$ cat config.mk
export PLATFORM = sky130hd
export DESIGN_NAME = estendedor_pulso
export DESIGN_NICKNAME = d
export VERILOG_FILES = /design/src/rtl/estendedor_pulso.sv
export SDC_FILE = /design/constraint.sdc
export NUM_CORES = 1
export LEC_CHECK = 0
export BUFFER_PORTS_ARGS = -buffer_cell sky130_fd_sc_hd__buf_2
export CORE_MARGIN = 2
export CORE_UTILIZATION = 32
export CTS_CLUSTER_SIZE = 40
export DETAILED_ROUTE_END_ITERATION = 8
export PLACE_DENSITY = 0.57
export SYNTH_ARGS = -nofsm -noshare
export SYNTH_HDL_FRONTEND = slang
export SYNTH_SLANG_ARGS = --single-unit
export TNS_END_PERCENT = 20
$ cat constraint.sdc
create_clock -name clock -period 7.5 [get_ports clock]
set_input_delay 0.75 -clock clock [delete_from_list [all_inputs] [get_ports clock]]
set_output_delay 0.75 -clock clock [all_outputs]
set_load 0.05 [all_outputs]
$ cat src/rtl/estendedor_pulso.sv
// Pulse stretcher: turns single-cycle events into fixed-length "on" bursts.
// Each burst is followed by a mandatory "off" gap. Extra requests wait in a saturating queue.
module estendedor_pulso #(
  parameter logic [19:0] ON_TIME  = 20'd500000,
  parameter logic [19:0] OFF_TIME = 20'd500000,
  parameter logic [3:0]  MAX_PEND = 4'd15
) (
  input  logic       clock,
  input  logic       reset,
  input  logic       pulso_in,
  input  logic       limpar,
  output logic       out,
  output logic       ocupado,
  output logic [3:0] pendentes,
  output logic       overflow
);

  localparam logic [1:0] OCIOSO    = 2'd0;
  localparam logic [1:0] LIGADO    = 2'd1;
  localparam logic [1:0] INTERVALO = 2'd2;

  logic [1:0]  state;
  logic [1:0]  state_next;
  logic [19:0] count;
  logic [19:0] count_next;
  logic [3:0]  pend_next;
  logic        ovf_next;
  logic        last_on;
  logic        last_off;

  assign last_on  = (state == LIGADO)    && (count == ON_TIME - 20'd1);
  assign last_off = (state == INTERVALO) && (count == OFF_TIME - 20'd1);

  // A pulse on the final gap cycle is the pending request, even when the queue is empty.
  always_comb begin
    state_next = state;
    case (state)
      OCIOSO:    if (pulso_in) state_next = LIGADO;
      LIGADO:    if (last_on) state_next = INTERVALO;
      INTERVALO: begin
        if (last_off) begin
          if (!limpar && ((pendentes != 4'd0) || pulso_in)) state_next = LIGADO;
          else state_next = OCIOSO;
        end
      end
      default:   state_next = OCIOSO;
    endcase
  end

  // Enqueue and dequeue on the same edge cancel out, so nothing is dropped then.
  always_comb begin
    pend_next = pendentes;
    ovf_next  = overflow;
    if (limpar) begin
      pend_next = 4'd0;
      ovf_next  = 1'b0;
    end else if (state != OCIOSO) begin
      if (last_off) begin
        if ((pendentes != 4'd0) && !pulso_in) pend_next = pendentes - 4'd1;
      end else if (pulso_in) begin
        if (pendentes == MAX_PEND) ovf_next = 1'b1;
        else pend_next = pendentes + 4'd1;
      end
    end
  end

  always_comb begin
    count_next = 20'd0;
    if ((state_next == state) && (state != OCIOSO)) count_next = count + 20'd1;
  end

  always_ff @(posedge clock or negedge reset) begin
    if (!reset) begin
      state     <= OCIOSO;
      count     <= 20'd0;
      out       <= 1'b0;
      ocupado   <= 1'b0;
      pendentes <= 4'd0;
      overflow  <= 1'b0;
    end else begin
      state     <= state_next;
      count     <= count_next;
      out       <= (state_next == LIGADO);
      ocupado   <= (state_next != OCIOSO);
      pendentes <= pend_next;
      overflow  <= ovf_next;
    end
  end

endmodule
==> results.sh, run 1 <==
export IMPL_tightestPinTransition_ps=678.9
export IMPL_synth_edf_count=0
export IMPL_antenna_found_initial=0
export IMPL_nFillCells=486
export IMPL_vias_per_cell=4.982
export IMPL_die_w_um=73.32
export IMPL_maxCapViolations=0
export IMPL_clk_latency_ps=280
export IMPL_syn2layout_area_growth_pct=12.53
export IMPL_drt_iter0_drc=72
export IMPL_ys_async_sr_fraction=1.000
export IMPL_num_rows=25
export IMPL_switching_share=0.2928
export IMPL_drc_errors=0
export IMPL_clkPwrFrac=0.331
export IMPL_grt_max_degree=30
export IMPL_p_leak_nw=0.7876
export IMPL_nNetsFinal=179
export IMPL_routed_wl_um=2876
export IMPL_dr_pass1_iters=4
export IMPL_core_region_area_um2=4692
export IMPL_cts_setup_buffers=0
export IMPL_finClkSkew_ps=6.523
export IMPL_rsz0062_at_grt="false"
export IMPL_netlist_instances=158
export IMPL_ys_seq_area_frac=0.4719
export IMPL_dpl_cell_count=219
export IMPL_fmax_ghz=0.3869
export IMPL_relSlewSlack=0.5463
export IMPL_ant_nets=0
export IMPL_routedWlPerCell_um=12.73
export IMPL_overflow=0
export IMPL_cts_root_buf="clkbuf_8"
export IMPL_grt_pass1_vias=1108
export IMPL_arrival_ps=2750
export IMPL_drive_above_1_share=0.1570
export IMPL_crit_required_ps=7670
export IMPL_ys_flop_type="dfrtp_1"
export IMPL_power_share_sequential=0.514
export IMPL_cp_max_fo=4
export IMPL_mappedNetlistNets=165
export IMPL_p_per_area_nw_per_um2=225.2
export IMPL_cts_sinks=29
export IMPL_dr_total_vias=1126
export IMPL_worstSetupStartpoint="count[0]"
export IMPL_cts_htree_levels=2
export IMPL_clock_path_buffers=2
export IMPL_syn_cell_area_um2=1538
export IMPL_die_height_um=73.32
export IMPL_finalCritPeriodShare=0.3447
export IMPL_ys_ff_latch=29
export IMPL_gr_usage_all_layers=0.1245
export IMPL_dieArea_um2=5376
export IMPL_final_cells=226
export IMPL_status="complete, no violations"
export IMPL_combPwrFrac=0.155
export IMPL_layout_common_cells="nor2_1 (33), dfrtp_1 (29), xor2_1 (12)"
export IMPL_post_cts_hold_buffer_count=0
export IMPL_vdd_drop_max_mv=0.07933
export IMPL_cell_internal_pwr_w=0.0002756
export IMPL_initial_core_util=0.3277
export IMPL_gp_congestion=0.7844
export IMPL_cts_tree="done"
export IMPL_final_setup_viol_count=0
export IMPL_slew_viol_final=0
export IMPL_clk_pin_slew_ps=60
export IMPL_yosysWarningCount=0
export IMPL_ios=11
export IMPL_final_common_cell="nor2_1"
export IMPL_hold_viol=0
export IMPL_hold_path_class="in -> async"
export IMPL_ys_types=34
export IMPL_numCtsBuffers=5
export IMPL_diodes=0
export IMPL_portBuffers=10
export IMPL_reg2reg_from="count[0]"
export IMPL_finalWorstPathRequiredPeriod_ps=2585
export IMPL_cts_resized=0
export IMPL_finalSetupTns_ps=0
export IMPL_p_sw_w=0.0001141
export IMPL_grt_pass1_wl_um=5078
export IMPL_worstSetupStartpointType="flip-flop"
export IMPL_end_kind="flip-flop"
export IMPL_dpl_hpwl_um=1946
export IMPL_worst_setup_path_type="reg -> reg"
export IMPL_avgSynthCellArea_um2=9.732
## final cells by class
class | instances | area, um2 | share of cell area
Multi-Input combinational cell | 123 | 789.5 | 0.4563
Clock buffer | 7 | 86.33 | 0.04989
Tap cell | 54 | 67.56 | 0.03905
Timing Repair Buffer | 10 | 50.05 | 0.02892
Sequential cell | 29 | 725.7 | 0.4194
Inverter | 3 | 11.26 | 0.006508
## power by group through the flow
| stage | logic (W) | clock network (W) | registers, W |
|---|---|---|---|
| after floorplan | 0.0000451 | 0 | 0.000202 |
| after CTS | 0.0000619 | 0.000132 | 0.000200 |
| after global placement | 0.0000611 | 0 | 0.000203 |
| after detailed placement | 0.0000624 | 0 | 0.000203 |
| final | 0.0000606 | 0.000129 | 0.000200 |
| after global routing | 0.0000709 | 0.000137 | 0.000205 |
## synthesized netlist by cell type (2+ instances only)
library cell / instances / share of area
a21oi_1: 6 / 0.020
clkbuf_1: 3 / 0.0073
o21ai_0: 3 / 0.0098
nor4b_2: 2 / 0.020
ha_1: 3 / 0.024
nor2b_1: 2 / 0.0081
xor2_1: 12 / 0.068
inv_1: 3 / 0.0073
nand3_1: 7 / 0.023
dfrtp_1: 29 / 0.47
nor2_1: 33 / 0.081
nand4_1: 7 / 0.028
nand2_1: 10 / 0.024
nor3_1: 4 / 0.013
a31oi_1: 3 / 0.012
xnor2_1: 8 / 0.046
nand2b_1: 3 / 0.012
mux2i_1: 3 / 0.020
or2_4: 2 / 0.011
## kinds of logic (layout without fill, tap and decap cells)
| group | after synthesis | count (layout) | synth area share |
|---|---|---|---|
| mux | 4 | 4 | 0.02929 |
| fa+ha+maj | 3 | 3 | 0.02441 |
| xor+xnor | 20 | 20 | 0.1139 |
| simple gates | 79 | 79 | 0.2628 |
| compound gates | 17 | 17 | 0.08300 |
| buf+inv | 6 | 20 | 0.01465 |
| flops | 29 | 29 | 0.4719 |
## layer usage
layer	vias to the layer above	global-route usage	routed length [um]
li1	571	-	-
met1	535	0.1619	1424
met2	16	0.1862	1299
met3	4	0.04938	110
met4	0	0.04848	40
met5	-	0	0
## registers in the layout, indices dropped and copies added, names as in the netlist
signal	flops
count	20
pendentes	4
state	2
ocupado	1
out	1
overflow	1
## critical path, stage by stage (launching register included)
cell,delay (ps)
dfrtp_1,380
ha_1,220
nand4_1,180
or2_4,280
nor3_1,390
ha_1,350
o21ai_0,90
nand3b_1,110
a21boi_2,180
mux2_4,300
## through the flow
stage          setup WS [ps]  total power (W)  area [um2]  utilization  hold slack [ps]
2_1_floorplan           5101        0.0002472        1538            -            454.4
3_3_place_gp            4971        0.0002639        1644       0.3504            470.3
3_5_place_dp            4924        0.0002651        1644       0.3504            478.8
4_1_cts                 4905        0.0003944        1730       0.3688            486.3
5_1_grt                 4695        0.0004132        1730       0.3688            524.6
6_report                4915        0.0003897        1730       0.3688            483.8
## final timing paths
kind | slack (ps) | end | cells past startpoint
setup reg to reg | 4920 | pendentes[3] | 9
min in group clock | 480 | count[0] | 1
max in group asynchronous | 6600 | count[7] | 1
hold reg to reg | 480 | count[0] | 1
hold / removal | 480 | overflow | 1
setup / recovery | 4920 | pendentes[3] | 9
No activity file was read; power rests on OpenSTA's default activity.
==> run 2, diff against run 1 <==
--- a/config.mk
+++ b/config.mk
@@ -10,7 +10,7 @@
 export CORE_UTILIZATION = 32
 export CTS_CLUSTER_SIZE = 40
 export DETAILED_ROUTE_END_ITERATION = 8
-export PLACE_DENSITY = 0.57
+export PLACE_DENSITY = 0.58
 export SYNTH_ARGS = -nofsm -noshare
 export SYNTH_HDL_FRONTEND = slang
 export SYNTH_SLANG_ARGS = --single-unit
==> constraint.sdc (replaced) <==
create_clock -name clock -period 2.1 [get_ports clock]
set_input_delay 0.21 -clock clock [delete_from_list [all_inputs] [get_ports clock]]
set_output_delay 0.21 -clock clock [all_outputs]
set_load 0.05 [all_outputs]
==> run 2 against run 1 <==
  * The run now ends with setup timing left
  * Cell count increased by 15%
  * Combinational power rose to 6.2 times the previous value
  * Maximum frequency increased by 21%
  * Critical endpoint unchanged
  * Largest cell class unchanged
  * Highest routed layer unchanged
==> results.sh, run 2 (synthesis gave the netlist of run 1 again) <==
export IMPL_layout_common_cells="nor2_1 (33), buf_4 (32), dfrtp_1 (29)"
export IMPL_finalCritPeriodShare=1.016
export IMPL_slew_viol_final=0
export IMPL_totalPowerFinal_w=0.001486
export IMPL_vias_per_cell=4.793
export IMPL_worstHoldStart="limpar"
export IMPL_portBuffers=10
export IMPL_cts_setup_buffers=0
export IMPL_reg2reg_from="count[0]"
export IMPL_grt_pass1_vias=1192
export IMPL_worst_slack_ps=-33.15
export IMPL_syn2layout_area_growth_pct=32.87
export IMPL_regMostFlops="count"
export IMPL_ios=11
export IMPL_finClkSkew_ps=4.678
export IMPL_grt_max_degree=30
export IMPL_final_common_cell="nor2_1"
export IMPL_hold_viol=0
export IMPL_initial_core_util=0.3277
export IMPL_clk_latency_ps=270
export IMPL_arrival_ps=2290
export IMPL_end_kind="flip-flop"
export IMPL_numCtsBuffers=5
export IMPL_routed_wl_um=3099
export IMPL_rr_worst_depth=9
export IMPL_worstHoldPathCells=2
export IMPL_pre_cts_ws_ps=-85.05
export IMPL_clk_pin_slew_ps=60
export IMPL_final_cell_area_um2=2043
export IMPL_rr_endpoint="pendentes[3]"
export IMPL_routedWlPerCell_um=11.87
export IMPL_grt_pass1_wl_um=5423
export IMPL_dieArea_um2=5376
export IMPL_p_per_area_nw_per_um2=727.2
export IMPL_maxCapViolations=0
export IMPL_largest_reg_flops=20
export IMPL_fmax_ghz=0.4688
export IMPL_drt_iter0_drc=32
export IMPL_die_w_um=73.32
export IMPL_finalWorstPathRequiredPeriod_ps=2133
export IMPL_worstSetupStartpointType="flip-flop"
export IMPL_cts_tree="done"
export IMPL_die_height_um=73.32
export IMPL_drc_errors=0
export IMPL_antenna_found_initial=0
export IMPL_dr_pass1_iters=4
export IMPL_rrSetupSlack_ps=-30
export IMPL_rsz0062_at_grt="true"
export IMPL_ant_nets=0
export IMPL_p_leak_nw=0.9678
export IMPL_vdd_drop_max_mv=0.4236
export IMPL_relSlewSlack=0.5584
export IMPL_hold_path_class="in -> reg"
export IMPL_core_region_area_um2=4692
export IMPL_drive_above_1_share=0.3043
export IMPL_tightestPinTransition_ps=662.4
export IMPL_status="finished, violations left"
export IMPL_dr_total_vias=1251
export IMPL_gr_usage_all_layers=0.1326
export IMPL_nNetsFinal=213
export IMPL_placed_area_um2=1916
export IMPL_clock_path_buffers=2
export IMPL_crit_required_ps=2260
export IMPL_reg_largest_list="count (20), pendentes (4), state (2)"
export IMPL_gp_congestion=0.7960
export IMPL_overflow=0
export IMPL_violations="setup timing"
export IMPL_final_setup_viol_count=1
export IMPL_diodes=0
export IMPL_cts_htree_levels=2
export IMPL_cts_root_buf="clkbuf_8"
export IMPL_dpl_hpwl_um=2178
export IMPL_cts_sinks=29
export IMPL_cp_max_fo=3
export IMPL_whs_endpoint="overflow"
export IMPL_worst_setup_path_type="reg -> reg"
export IMPL_num_rows=25
## run 2: cell count changes in the layout (fill, tap and decap cells not counted), sizes merged
cell,previous run,this run
buf,10,43
clkbuf,7,8
dlygate4sd3,0,1
## run 2: how the worst max path moves through the flow
stage,start,endpoint,slack [ps],cells after the start
5_1_grt,count[12],pendentes[3],-140,8
2_1_floorplan,count[0],pendentes[3],-130,9
3_3_place_gp,count[6],pendentes[3],-50,8
3_5_place_dp,count[6],pendentes[3],-90,8
4_1_cts,count[11],pendentes[3],-50,8
6_report,count[0],pendentes[3],-30,9
## run 2: timing repair
item	4_1_cts	5_1_grt
gates resized for setup	4	1
hold buffers	1	0
setup endpoints to repair	2	4
pin swaps	2	2
hold endpoints to repair	29	0
## run 2: area by class of cell
type | instances | area [um2]
Sequential cell | 29 | 725.7
Timing Repair Buffer | 44 | 320.3
Inverter | 3 | 11.26
Clock buffer | 8 | 80.08
Tap cell | 54 | 67.56
Fill cell | 456 | 2649
Multi-Input combinational cell | 123 | 838.3
## run 2: worst max-delay path, cell delays in order, from the launching register on
cell and delay, ps:
dfrtp_1 360, ha_2 190, nand4_1 120, or2_4 260, nor3_4 210, ha_4 160
a31oi_1 60, or2_1 220, a21boi_2 140, mux2_4 300
## run 2: power by group
part / total, W / switching (W) / internal, W / leakage (nW)
logic: 0.000377 / 0.000186 / 0.000192 / 0.555
clock network: 0.000429 / 0.000194 / 0.000235 / 0.0395
registers: 0.000679 / 0.0000492 / 0.000630 / 0.373
total: 0.00149 / 0.000429 / 0.00106 / 0.968
## run 2: through the flow
stage / hold slack, ps / util / instances / TNS [ps]
after detailed placement: 287.8 / 0.4083 / 252 / -85.05
after floorplan: -85.59 / - / 158 / -132.1
final: 194.1 / 0.4355 / 261 / -33.15
after global placement: 286.3 / 0.4083 / 252 / -46.55
after CTS: 185.8 / 0.4349 / 261 / -51.14
after global routing: 183.3 / 0.4355 / 261 / -318.6
## run 2: metal layers
metal | routed length [um] | GRT usage
met1 | 1463 | 0.1680
met2 | 1475 | 0.2062
met3 | 122 | 0.04527
met4 | 37 | 0.05657
met5 | 0 | 0
==> run 3, diff against run 2 <==
--- a/config.mk
+++ b/config.mk
@@ -6,11 +6,11 @@
 export NUM_CORES = 1
 export LEC_CHECK = 0
 export BUFFER_PORTS_ARGS = -buffer_cell sky130_fd_sc_hd__buf_2
-export CORE_MARGIN = 2
 export CORE_UTILIZATION = 32
 export CTS_CLUSTER_SIZE = 40
 export DETAILED_ROUTE_END_ITERATION = 8
 export PLACE_DENSITY = 0.58
+export REMOVE_ABC_BUFFERS = 1
 export SYNTH_ARGS = -nofsm -noshare
 export SYNTH_HDL_FRONTEND = slang
 export SYNTH_SLANG_ARGS = --single-unit
==> run 3 against run 2 <==
  * Power is 3.1% higher
  * Die area is 5.4% lower
  * Hold slack worse by 10 ps
  * Via count is 1.4% higher
  * Sequential power hardly changed
  * The run ends with DRC, setup timing left
  * Highest routed layer unchanged
  * Flip-flop and latch count stayed put
  * Sequential share of layout area is 0.37 points lower
==> results.sh, run 3 (synthesis gave the netlist of run 1 again) <==
export IMPL_status="finished, violations left"
export IMPL_violations="DRC, setup timing"
export IMPL_core_region_area_um2=4474
export IMPL_finalWorstPathRequiredPeriod_ps=2156
export IMPL_final_common_cell="buf_4"
export IMPL_relSlewSlack=0.5589
export IMPL_layout_common_cells="buf_4 (37), nor2_1 (33), dfrtp_1 (29)"
export IMPL_regMostFlops="count"
export IMPL_diodes=0
export IMPL_hold_path_class="in -> reg"
export IMPL_rr_worst_depth=8
export IMPL_die_w_um=71.32
export IMPL_ios=11
export IMPL_cts_root_buf="clkbuf_8"
export IMPL_largest_reg_flops=20
export IMPL_slew_viol_final=0
export IMPL_crit_required_ps=2270
export IMPL_routed_wl_um=3188
export IMPL_hold_viol=0
export IMPL_maxCapViolations=0
export IMPL_clk_latency_ps=290
export IMPL_worst_slack_ps=-55.73
export IMPL_rrSetupSlack_ps=-60
export IMPL_grt_pass1_vias=1237
export IMPL_cp_max_fo=3
export IMPL_dr_pass1_iters=6
export IMPL_routedWlPerCell_um=12.17
export IMPL_placed_area_um2=1904
export IMPL_drt_iter0_drc=44
export IMPL_cts_tree="done"
export IMPL_rsz0062_at_grt="true"
export IMPL_totalPowerFinal_w=0.001532
export IMPL_hold_ws_ps=183.7
export IMPL_dr_total_vias=1269
export IMPL_p_leak_nw=0.9920
export IMPL_worst_setup_path_type="reg -> reg"
export IMPL_portBuffers=10
export IMPL_vdd_drop_max_mv=0.3405
export IMPL_reg_largest_list="count (20), pendentes (4), state (2)"
export IMPL_num_rows=24
export IMPL_clock_path_buffers=2
export IMPL_cts_htree_levels=2
export IMPL_nNetsFinal=217
export IMPL_cts_sinks=29
export IMPL_gp_congestion=0.7537
export IMPL_dpl_hpwl_um=2208
export IMPL_grt_max_degree=30
export IMPL_drc_errors=1
export IMPL_dieArea_um2=5087
export IMPL_grt_pass1_wl_um=5547
export IMPL_ant_nets=0
export IMPL_vias_per_cell=4.844
export IMPL_fmax_ghz=0.4639
export IMPL_finalCritPeriodShare=1.027
export IMPL_drive_above_1_share=0.3238
export IMPL_worstHoldPathCells=2
export IMPL_numCtsBuffers=5
export IMPL_initial_core_util=0.3437
export IMPL_gr_usage_all_layers=0.1448
export IMPL_tightestPinTransition_ps=661.7
export IMPL_nFillCells=433
export IMPL_arrival_ps=2330
export IMPL_final_cell_area_um2=2064
export IMPL_finClkSkew_ps=6.123
export IMPL_p_per_area_nw_per_um2=742.2
export IMPL_clk_pin_slew_ps=60
export IMPL_die_height_um=71.32
export IMPL_final_setup_viol_count=1
export IMPL_overflow=0
export IMPL_worstSetupStartpointType="flip-flop"
export IMPL_end_kind="flip-flop"
export IMPL_antenna_found_initial=0
export IMPL_syn2layout_area_growth_pct=34.26
[run 3: area by class of cell]
class | count | area, um2 | share of cell area
clock buffers | 7 | 86.33 | 0.04182
inverters | 3 | 11.26 | 0.005455
multi-input cells | 123 | 838.3 | 0.4061
flip-flops and latches | 29 | 725.7 | 0.3515
well taps | 52 | 65.06 | 0.03152
repair buffers | 48 | 337.8 | 0.1636
[run 3: worst paths after layout]
path | startpoint | end
max | count[11] | pendentes[3]
min | limpar | pendentes[0]
max reg2reg | count[11] | pendentes[3]
min reg2reg | overflow | overflow
max in group asynchronous | reset | count[8]
min in group asynchronous | reset | pendentes[0]
[run 3: routing by layer]
metal  GRT usage  wire (um)  up-vias
met5           0          0        -
met4     0.06000         50        0
met3     0.05063        126        7
met2      0.2381       1513       17
met1      0.1726       1498      599
li1            -          -      646
[run 3: repair_timing]
action	4_1_cts	5_1_grt
gates resized for setup	5	2
endpoints found under the setup margin	2	3
buffers inserted	2	0
hold endpoints to repair	29	0
hold buffers	1	0
pin swaps	5	2
[run 3: metrics by stage]
step           instances  utilization  worst slack [ps]  TNS, ps
2_1_floorplan        155            -            -299.2   -336.4
3_3_place_gp         252       0.4256            -100.5   -100.5
3_5_place_dp         252       0.4256            -178.4   -242.8
4_1_cts              262       0.4567            -55.71   -55.71
5_1_grt              262       0.4614            -170.6   -375.3
6_report             262       0.4614            -55.73   -55.73
[run 3: report_power, final]
group          switching (W)  total, W  internal, W
Clock               0.000208  0.000467     0.000259
Combinational       0.000193  0.000386     0.000193
Sequential         0.0000491  0.000679     0.000630
Total               0.000450   0.00153      0.00108
[run 3: critical path, stage by stage, from the launching register on]
cell and delay [ps]:
dfrtp_1 400, nor4b_4 340, nand3_2 170, nor3_4 230
ha_4 160, a31oi_1 70, or2_1 220, a21boi_2 150
mux2_4 310
